--- config.mk ---
export PLATFORM = sky130hd
export DESIGN_NAME = dac_frame_rx
export DESIGN_NICKNAME = d
export VERILOG_FILES = /design/src/rtl/dac_frame_rx.sv
export SDC_FILE = /design/constraint.sdc
export NUM_CORES = 1
export LEC_CHECK = 0
export CELL_PAD_IN_SITES_DETAIL_PLACEMENT = 0
export CELL_PAD_IN_SITES_GLOBAL_PLACEMENT = 2
export CORE_ASPECT_RATIO = 0.6
export CORE_MARGIN = 4
export CORE_UTILIZATION = 37
export CTS_CLUSTER_SIZE = 20
export DETAILED_ROUTE_END_ITERATION = 10
export PLACE_DENSITY = 0.75
export SYNTH_ARGS = -nofsm -noshare
export SYNTH_HDL_FRONTEND = slang
export SYNTH_SLANG_ARGS = --single-unit
--- constraint.sdc ---
create_clock -name clk -period 2.6 [get_ports clk]
set_clock_uncertainty 0.15 [all_clocks]
set_input_delay 0.52 -clock clk [delete_from_list [all_inputs] [get_ports clk]]
set_output_delay 0.52 -clock clk [all_outputs]
set_load 0.05 [all_outputs]
--- src/rtl/dac_frame_rx.sv ---
`default_nettype none
// ============================================================================
//  Module   : dac_frame_rx
//  Purpose  : Receives 16-bit serial frames from a DAC-style transmitter on
//             two chip-select channels, validates length, command nibble and
//             tail bits, and publishes the payload byte of each good frame.
//  Ports    : clk          system clock (rising edge)
//             CS           asynchronous active-low reset
//             ClkDac       serial clock, asynchronous to clk
//             CsDac[1:0]   channel selects, active-high (bit0 = ch0)
//             dataDac      serial data, MSB first, sampled on rising ClkDac
//             err_clr      synchronous clear of the sticky error flags
//             data_out     {ch1 byte, ch0 byte}, last good value per channel
//             frame_valid  one-clk pulse per accepted frame
//             frame_ch     channel of the last accepted frame
//             err_len/err_cmd/err_sel  sticky error flags
//             frame_cnt    accepted-frame counter, wraps 255->0
//  Revision : 1.0  initial release
// ============================================================================
module dac_frame_rx #(
    parameter int          SYNC_STAGES = 2,
    parameter logic [3:0]  CMD0        = 4'b0111,
    parameter logic [3:0]  CMD1        = 4'b1111
) (
    input  logic        clk,
    input  logic        CS,
    input  logic        ClkDac,
    input  logic [1:0]  CsDac,
    input  logic        dataDac,
    input  logic        err_clr,
    output logic [15:0] data_out,
    output logic        frame_valid,
    output logic        frame_ch,
    output logic        err_len,
    output logic        err_cmd,
    output logic        err_sel,
    output logic [7:0]  frame_cnt
);

    typedef enum logic [1:0] {
        IDLE  = 2'd0,
        SHIFT = 2'd1,
        CHECK = 2'd2
    } state_t;

    // ------------------------------------------------------------------
    // Input synchronizers. flush_q tracks how far valid pin samples have
    // propagated since reset, so the reset value of the chain is never
    // mistaken for a genuine all-low chip select.
    // ------------------------------------------------------------------
    logic [SYNC_STAGES-1:0]       clk_sync_q;
    logic [SYNC_STAGES-1:0]       dat_sync_q;
    logic [SYNC_STAGES-1:0][1:0]  cs_sync_q;
    logic [SYNC_STAGES-1:0]       flush_q;

    always_ff @(posedge clk or negedge CS) begin
        if (!CS) begin
            clk_sync_q <= '0;
            dat_sync_q <= '0;
            cs_sync_q  <= '0;
            flush_q    <= '0;
        end else begin
            clk_sync_q[0] <= ClkDac;
            dat_sync_q[0] <= dataDac;
            cs_sync_q[0]  <= CsDac;
            flush_q[0]    <= 1'b1;
            for (int i = 1; i < SYNC_STAGES; i++) begin
                clk_sync_q[i] <= clk_sync_q[i-1];
                dat_sync_q[i] <= dat_sync_q[i-1];
                cs_sync_q[i]  <= cs_sync_q[i-1];
                flush_q[i]    <= flush_q[i-1];
            end
        end
    end

    logic       w_clk_s;
    logic       w_dat_s;
    logic [1:0] w_cs_s;
    logic       w_cs_valid;

    assign w_clk_s    = clk_sync_q[SYNC_STAGES-1];
    assign w_dat_s    = dat_sync_q[SYNC_STAGES-1];
    assign w_cs_s     = cs_sync_q[SYNC_STAGES-1];
    assign w_cs_valid = flush_q[SYNC_STAGES-1];

    // ------------------------------------------------------------------
    // State and datapath registers
    // ------------------------------------------------------------------
    state_t      state_q,       state_d;
    logic        ch_q,          ch_d;
    logic [4:0]  bit_cnt_q,     bit_cnt_d;
    logic [15:0] shift_q,       shift_d;
    logic        clk_prev_q,    clk_prev_d;
    // Blocks a new frame start until the selects have been seen all-low;
    // a frame must begin with a genuine rising select.
    logic        cs_wait_q,     cs_wait_d;
    logic [15:0] data_out_q,    data_out_d;
    logic        frame_valid_q, frame_valid_d;
    logic        frame_ch_q,    frame_ch_d;
    logic        err_len_q,     err_len_d;
    logic        err_cmd_q,     err_cmd_d;
    logic        err_sel_q,     err_sel_d;
    logic [7:0]  frame_cnt_q,   frame_cnt_d;

    logic        w_set_len;
    logic        w_set_cmd;
    logic        w_set_sel;
    logic        w_clk_rise;
    logic [1:0]  w_active;
    logic [3:0]  w_cmd_exp;

    assign w_clk_rise = w_clk_s & ~clk_prev_q;
    assign w_active   = ch_q ? 2'b10 : 2'b01;
    assign w_cmd_exp  = ch_q ? CMD1 : CMD0;

    always_comb begin
        state_d       = state_q;
        ch_d          = ch_q;
        bit_cnt_d     = bit_cnt_q;
        shift_d       = shift_q;
        clk_prev_d    = w_clk_s;
        cs_wait_d     = cs_wait_q;
        data_out_d    = data_out_q;
        frame_valid_d = 1'b0;
        frame_ch_d    = frame_ch_q;
        frame_cnt_d   = frame_cnt_q;
        w_set_len     = 1'b0;
        w_set_cmd     = 1'b0;
        w_set_sel     = 1'b0;

        if (w_cs_valid && (w_cs_s == 2'b00)) begin
            cs_wait_d = 1'b0;
        end

        case (state_q)
            IDLE: begin
                if (w_cs_valid) begin
                    if (w_cs_s == 2'b11) begin
                        w_set_sel = 1'b1;
                        cs_wait_d = 1'b1;
                    end else if (!cs_wait_q && (w_cs_s != 2'b00)) begin
                        ch_d      = w_cs_s[1];
                        bit_cnt_d = 5'd0;
                        shift_d   = 16'h0000;
                        state_d   = SHIFT;
                    end
                end
            end

            SHIFT: begin
                if (w_cs_s == 2'b00) begin
                    state_d = CHECK;
                end else if (w_cs_s != w_active) begin
                    // Select pattern changed mid-frame: drop it and wait
                    // for the selects to go all-low before restarting.
                    w_set_sel = 1'b1;
                    cs_wait_d = 1'b1;
                    state_d   = IDLE;
                end else if (w_clk_rise) begin
                    shift_d = {shift_q[14:0], w_dat_s};
                    if (bit_cnt_q != 5'd17) begin
                        bit_cnt_d = bit_cnt_q + 5'd1;
                    end
                end
            end

            CHECK: begin
                state_d = IDLE;
                if (bit_cnt_q != 5'd16) begin
                    w_set_len = 1'b1;
                end else if ((shift_q[15:12] != w_cmd_exp) || (shift_q[3:0] != 4'h0)) begin
                    w_set_cmd = 1'b1;
                end else begin
                    if (ch_q) begin
                        data_out_d[15:8] = shift_q[11:4];
                    end else begin
                        data_out_d[7:0]  = shift_q[11:4];
                    end
                    frame_ch_d    = ch_q;
                    frame_valid_d = 1'b1;
                    frame_cnt_d   = frame_cnt_q + 8'd1;
                end
            end

            default: begin
                state_d = IDLE;
            end
        endcase

        // A set event on the same clk as err_clr wins.
        err_len_d = (err_len_q & ~err_clr) | w_set_len;
        err_cmd_d = (err_cmd_q & ~err_clr) | w_set_cmd;
        err_sel_d = (err_sel_q & ~err_clr) | w_set_sel;
    end

    always_ff @(posedge clk or negedge CS) begin
        if (!CS) begin
            state_q       <= IDLE;
            ch_q          <= 1'b0;
            bit_cnt_q     <= 5'd0;
            shift_q       <= 16'h0000;
            clk_prev_q    <= 1'b0;
            cs_wait_q     <= 1'b1;
            data_out_q    <= 16'h0000;
            frame_valid_q <= 1'b0;
            frame_ch_q    <= 1'b0;
            err_len_q     <= 1'b0;
            err_cmd_q     <= 1'b0;
            err_sel_q     <= 1'b0;
            frame_cnt_q   <= 8'd0;
        end else begin
            state_q       <= state_d;
            ch_q          <= ch_d;
            bit_cnt_q     <= bit_cnt_d;
            shift_q       <= shift_d;
            clk_prev_q    <= clk_prev_d;
            cs_wait_q     <= cs_wait_d;
            data_out_q    <= data_out_d;
            frame_valid_q <= frame_valid_d;
            frame_ch_q    <= frame_ch_d;
            err_len_q     <= err_len_d;
            err_cmd_q     <= err_cmd_d;
            err_sel_q     <= err_sel_d;
            frame_cnt_q   <= frame_cnt_d;
        end
    end

    assign data_out    = data_out_q;
    assign frame_valid = frame_valid_q;
    assign frame_ch    = frame_ch_q;
    assign err_len     = err_len_q;
    assign err_cmd     = err_cmd_q;
    assign err_sel     = err_sel_q;
    assign frame_cnt   = frame_cnt_q;

endmodule
`default_nettype wire

# Yosys cells after proc, flatten, opt, wreduce, memory -nomap -nowiden
# Index checks and enable logic that the tools add are counted.
[op_classes]
addsub = 2
n_eq_ne = 15
mux = 42
bitwise = 13
n_reduce_logical = 16
[ops]
columns = ["cell", "count"]
rows = [
  ["16-bit two-way mux", 6],
  ["5-bit two-way mux", 7],
  ["16-bit case mux with 2 select lines", 1],
  ["1-bit two-way mux", 17],
  ["4-bit AND reduction", 4],
  ["2-bit inequality test (second input constant)", 7],
  ["2-bit two-way mux", 6],
  ["5-bit inequality test (second input constant)", 2],
  ["5-bit case mux with 2 select lines", 1],
  ["8-bit by 1-bit adder with 8-bit output (second input constant)", 1],
  ["8-bit AND reduction", 1],
  ["7-bit AND reduction", 1],
  ["1-bit NOT", 6],
  ["5-bit by 1-bit adder with 5-bit output (second input constant)", 1],
  ["1-bit bitwise AND", 4],
  ["2-bit == test (second input constant)", 2],
  ["2-bit zero test", 2],
  ["4-bit two-way mux", 1],
  ["4-bit inequality test", 1],
  ["1-bit case mux with 2 select lines", 2],
  ["2-bit case mux with 2 select lines", 1],
  ["2-bit nonzero test", 2],
  ["4-bit nonzero test", 1],
  ["3-bit inequality test (second input constant)", 1],
  ["other kinds (7)", 10],
]
[totals]
regBits = 65
in_bits = 7
output_inout_bits = 29
wordCells = 107

# Logic depth before layout (Yosys ltp)
[depth]
word_depth = 7
mapped_depth = 7
depth_no_buf = 6

# Worst setup path before layout
# OpenSTA, ideal clock, no wires.
[synth_timing]
path_kind = "register -> register"
start = "register bit_cnt_q[0]"
end = "register data_out_q[4], in the netlist data_out[4]"
setup_time_ps = 128
arrival_time_ps = 1834
t_required_ps = 2322
path_slack_ps = 489
stages_incl_launch_ff = 8
n_path_buf = 1
period_less_slack_ps = 2111
cell_sequence = "dfrtp_1 -> inv_1 -> ha_1 -> and4bb_2 -> nand4_2 -> or3_1 -> buf_2 -> mux2_1"
[synth_via]
elab_chain_cells = 3
[synth_rtl]
columns = ["element", "line_no", "text"]
rows = [
  ["from (decl)", "91", "logic [4:0] bit_cnt_q, bit_cnt_d;"],
  ["from (signal assigned)", "214", "bit_cnt_q <= bit_cnt_d;"],
  ["5-bit inequality test", "169", "if (bit_cnt_q != 5'd16) begin"],
  ["1-bit NOT (no line)", "-", ""],
  ["4-bit AND reduction (no line)", "-", ""],
  ["to (signal assigned)", "218", "data_out_q <= data_out_d;"],
  ["to (decl)", "97", "logic [15:0] data_out_q, data_out_d;"],
]
# No other way between the ends.
# A chain may end at the register's enable or synchronous reset.

# Worst setup path in the final report
[layout_timing]
start = "register frame_cnt_q[2], in the netlist frame_cnt[2]"
end = "output frame_cnt[2]"
[layout_rtl]
columns = ["element", "line_no", "text"]
rows = [
  ["from (decl)", "103", "logic [7:0] frame_cnt_q, frame_cnt_d;"],
  ["from (signal assigned)", "224", "frame_cnt_q <= frame_cnt_d;"],
  ["to (decl)", "37", "output logic [7:0] frame_cnt"],
]
# No word-level cell between the ends.

==> impl_metrics.toml <==
[logic_synthesis]
async_flop_share_pct = 100
synth_top_area_share_pct = 60.7
yosysMostFrequentCell = "dfrtp_1"
yosys_warnings = 0
synth_nets = 203
synth.distinct_cells = 49
synth_common_cells = "dfrtp_1 (64), mux2_2 (18), a22o_2 (10), nand2_1 (8), xor2_1 (8)"
ys_seq_area_share_pct = 61.7
synth_area_um2 = 2640
ys_ff_latch = 65
synth_edf_count = 0
synth.top_cells.by_area = "dfrtp_1 (61%), mux2_2 (7.7%), a22o_2 (3.8%)"
syn_avg_cell_area_um2 = 13.7
ys.flop_type = "dfrtp_1"
synth_cells = 192
synth_top_area_cell = "dfrtp_1"

[worst_setup_path]
crit_buf_inv = 1
rr_worst_depth = 6
slowest_delay_ps = 840
r2r_start = "bit_cnt_q[0]$_DFFE_PN0P_"
critPathSlowestCell = "clkdlybuf4s50_1"
worstPathCellList = "clkdlybuf4s50_1"
cp-end-kind = "output port"
r2r-end = "data_out[4]$_DFFE_PN0P_"
r2r_setup_slack_ps = 380
start_kind = "register"
arrival_ps = 1600
setup.worst_path.class = "reg2out"
path_max_fanout = 6
crit_required_ps = 1930
cpLargestDelayFamily = "buffers and inverters"

[placed_design]
dp_cells = 315
port_buffers = 35
place_hpwl_mm = 3.53
gp_congestion = 0.764

[floorplan]
die_height_um = 73.4
std_cell_rows = 23
die_area_um2 = 8580
core_area_um2 = 6790
initial_core_util_pct = 38.8
die_w_um = 117
ioPinCount = 36

[clock_tree]
cts.sinks = 65
cts-root-buf = "clkbuf_16"
post_cts_buffers = 0
clk_latency_ps = 330
ctsResizeCount = 0
cts_hold_buf = 0
clk_pin_slew_ps = 50
cts_tree = "yes"
htreeDepth = 3
clockBufferDepth = 2
cts_made_buffers = 9

[min_path]
hold_class = "in2async"

[routing]
drc = 0
drt_first_pass_iters = 5
drt_iter0_markers = 57
antenna_left = 0
wl_per_cell_um = 15.3
vias = 1677
viasPerCell = 5.08
finalWirelength_mm = 5.06

[power_and_ir_drop]
p_leak_uw = 0.00157
powerDensity_nw_per_um2 = 707
max-vdd-ir-drop_mv = 0.423

[timing]
setup_viol = 0
finalCritPeriodShare_pct = 87.1
grt_setup_unrepaired = "no"
tightestPinTransition_ps = 618
final_hold_viol_count = 0
min_period_ps = 2270
max_freq_mhz = 441
finalSetupTns_ps = 0
drv_slew = 0
relSlewSlack_pct = 58.8

[finish]
fillCellCount = 632
final_nets = 250
layout-area-overhead-vs-synth_pct = 28.2
final_util_pct = 49.8
antennaDiodeCount = 0
drive_gt1_share_pct = 23.5
stdcell_count = 330

[global_routing]
grt_pass1_vias = 1724
grt_max_degree = 42
grt_pass1_wl_mm = 8.71
overflow = 0
antenna_found_initial = 0
track_usage_pct = 13.7

[job]
max_cap_viol_count = 0

[outcome]
outcome = "complete, no violations"
==> state kept, by name, indices dropped and copies added, names as in the netlist, 5 cells and up <==
register / cells
shift_q: 16
data_out: 16
bit_cnt_q: 5
frame_cnt: 8
==> power by group <==
group	total [uW]	internal [uW]	switching (uW)
sequential	1100	1050	42.7
combinational	227	93.2	134
clock	1070	662	405
total	2390	1810	582
==> area by class of cell <==
cell class                      instances  area (um2)  share of cell area [%]
Clock buffer                           12         246                    7.29
Clock inverter                          3        17.5                   0.518
Inverter                                5        18.8                   0.555
Multi-Input combinational cell        118         965                    28.5
Sequential cell                        65        1630                    48.2
Tap cell                               87         109                    3.22
Timing Repair Buffer                   40         395                    11.7
==> logic make-up after synthesis <==
| logic type | after synthesis | synth area share, % |
|---|---|---|
| simple gates | 49 | 11.5 |
| fa+ha+maj | 4 | 1.90 |
| other cells | 1 | 0.142 |
| mux | 19 | 8.12 |
| xor+xnor | 9 | 2.99 |
| flops | 65 | 61.7 |
| compound gates | 36 | 11.9 |
| buf+inv | 9 | 1.66 |
==> routing by layer <==
layer / part of all wire [%] / GRT usage [%] / vias up
li1: - / - / 801
met1: 53 / 19.7 / 832
met2: 40 / 17.8 / 36
met3: 5.8 / 6.75 / 8
met4: 1.1 / 4.20 / 0
met5: 0 / 0 / -
==> stage by stage <==
step	hold slack [ps]	power, uW	cell area, um2	worst slack [ps]
2_1_floorplan	74.4	1240	2640	489
3_3_place_gp	184	1350	3120	369
3_5_place_dp	185	1340	3120	356
4_1_cts	65.6	2430	3380	309
5_1_grt	109	2510	3380	212
6_report	58.6	2390	3380	334
==> layout by cell type (no fill, tap or decap), drive strengths merged, types with 4 or more instances in the layout <==
| cell | synthesis | routed |
|---|---|---|
| dfrtp | 64 | 64 |
| a22o | 17 | 17 |
| nor2 | 6 | 6 |
| inv | 5 | 5 |
| nand2 | 8 | 8 |
| buf | 3 | 6 |
| ha | 4 | 4 |
| o21ai | 4 | 4 |
| mux2 | 19 | 19 |
| nand3 | 7 | 7 |
| xor2 | 8 | 8 |
| clkbuf | 1 | 12 |
| nor3 | 5 | 5 |
| clkdlybuf4s50 | 0 | 34 |
==> worst max path at each step <==
stage,from,to,slack (ps),cells past startpoint
after global placement,state_q[0]$_DFFE_PN0P_,shift_q[5]$_DFFE_PN0P_,370,5
after detailed placement,state_q[0]$_DFFE_PN0P_,bit_cnt_q[3]$_DFFE_PN0P_,360,4
after floorplan,bit_cnt_q[0]$_DFFE_PN0P_,data_out[4]$_DFFE_PN0P_,490,7
final,frame_cnt[2]$_DFFE_PN0P_,frame_cnt[2],330,1
after global routing,bit_cnt_q[0]$_DFFE_PN0P_,data_out[4]$_DFFE_PN0P_,210,6
after CTS,frame_cnt[2]$_DFFE_PN0P_,frame_cnt[2],310,1
Power figures use the tool's default switching activity.
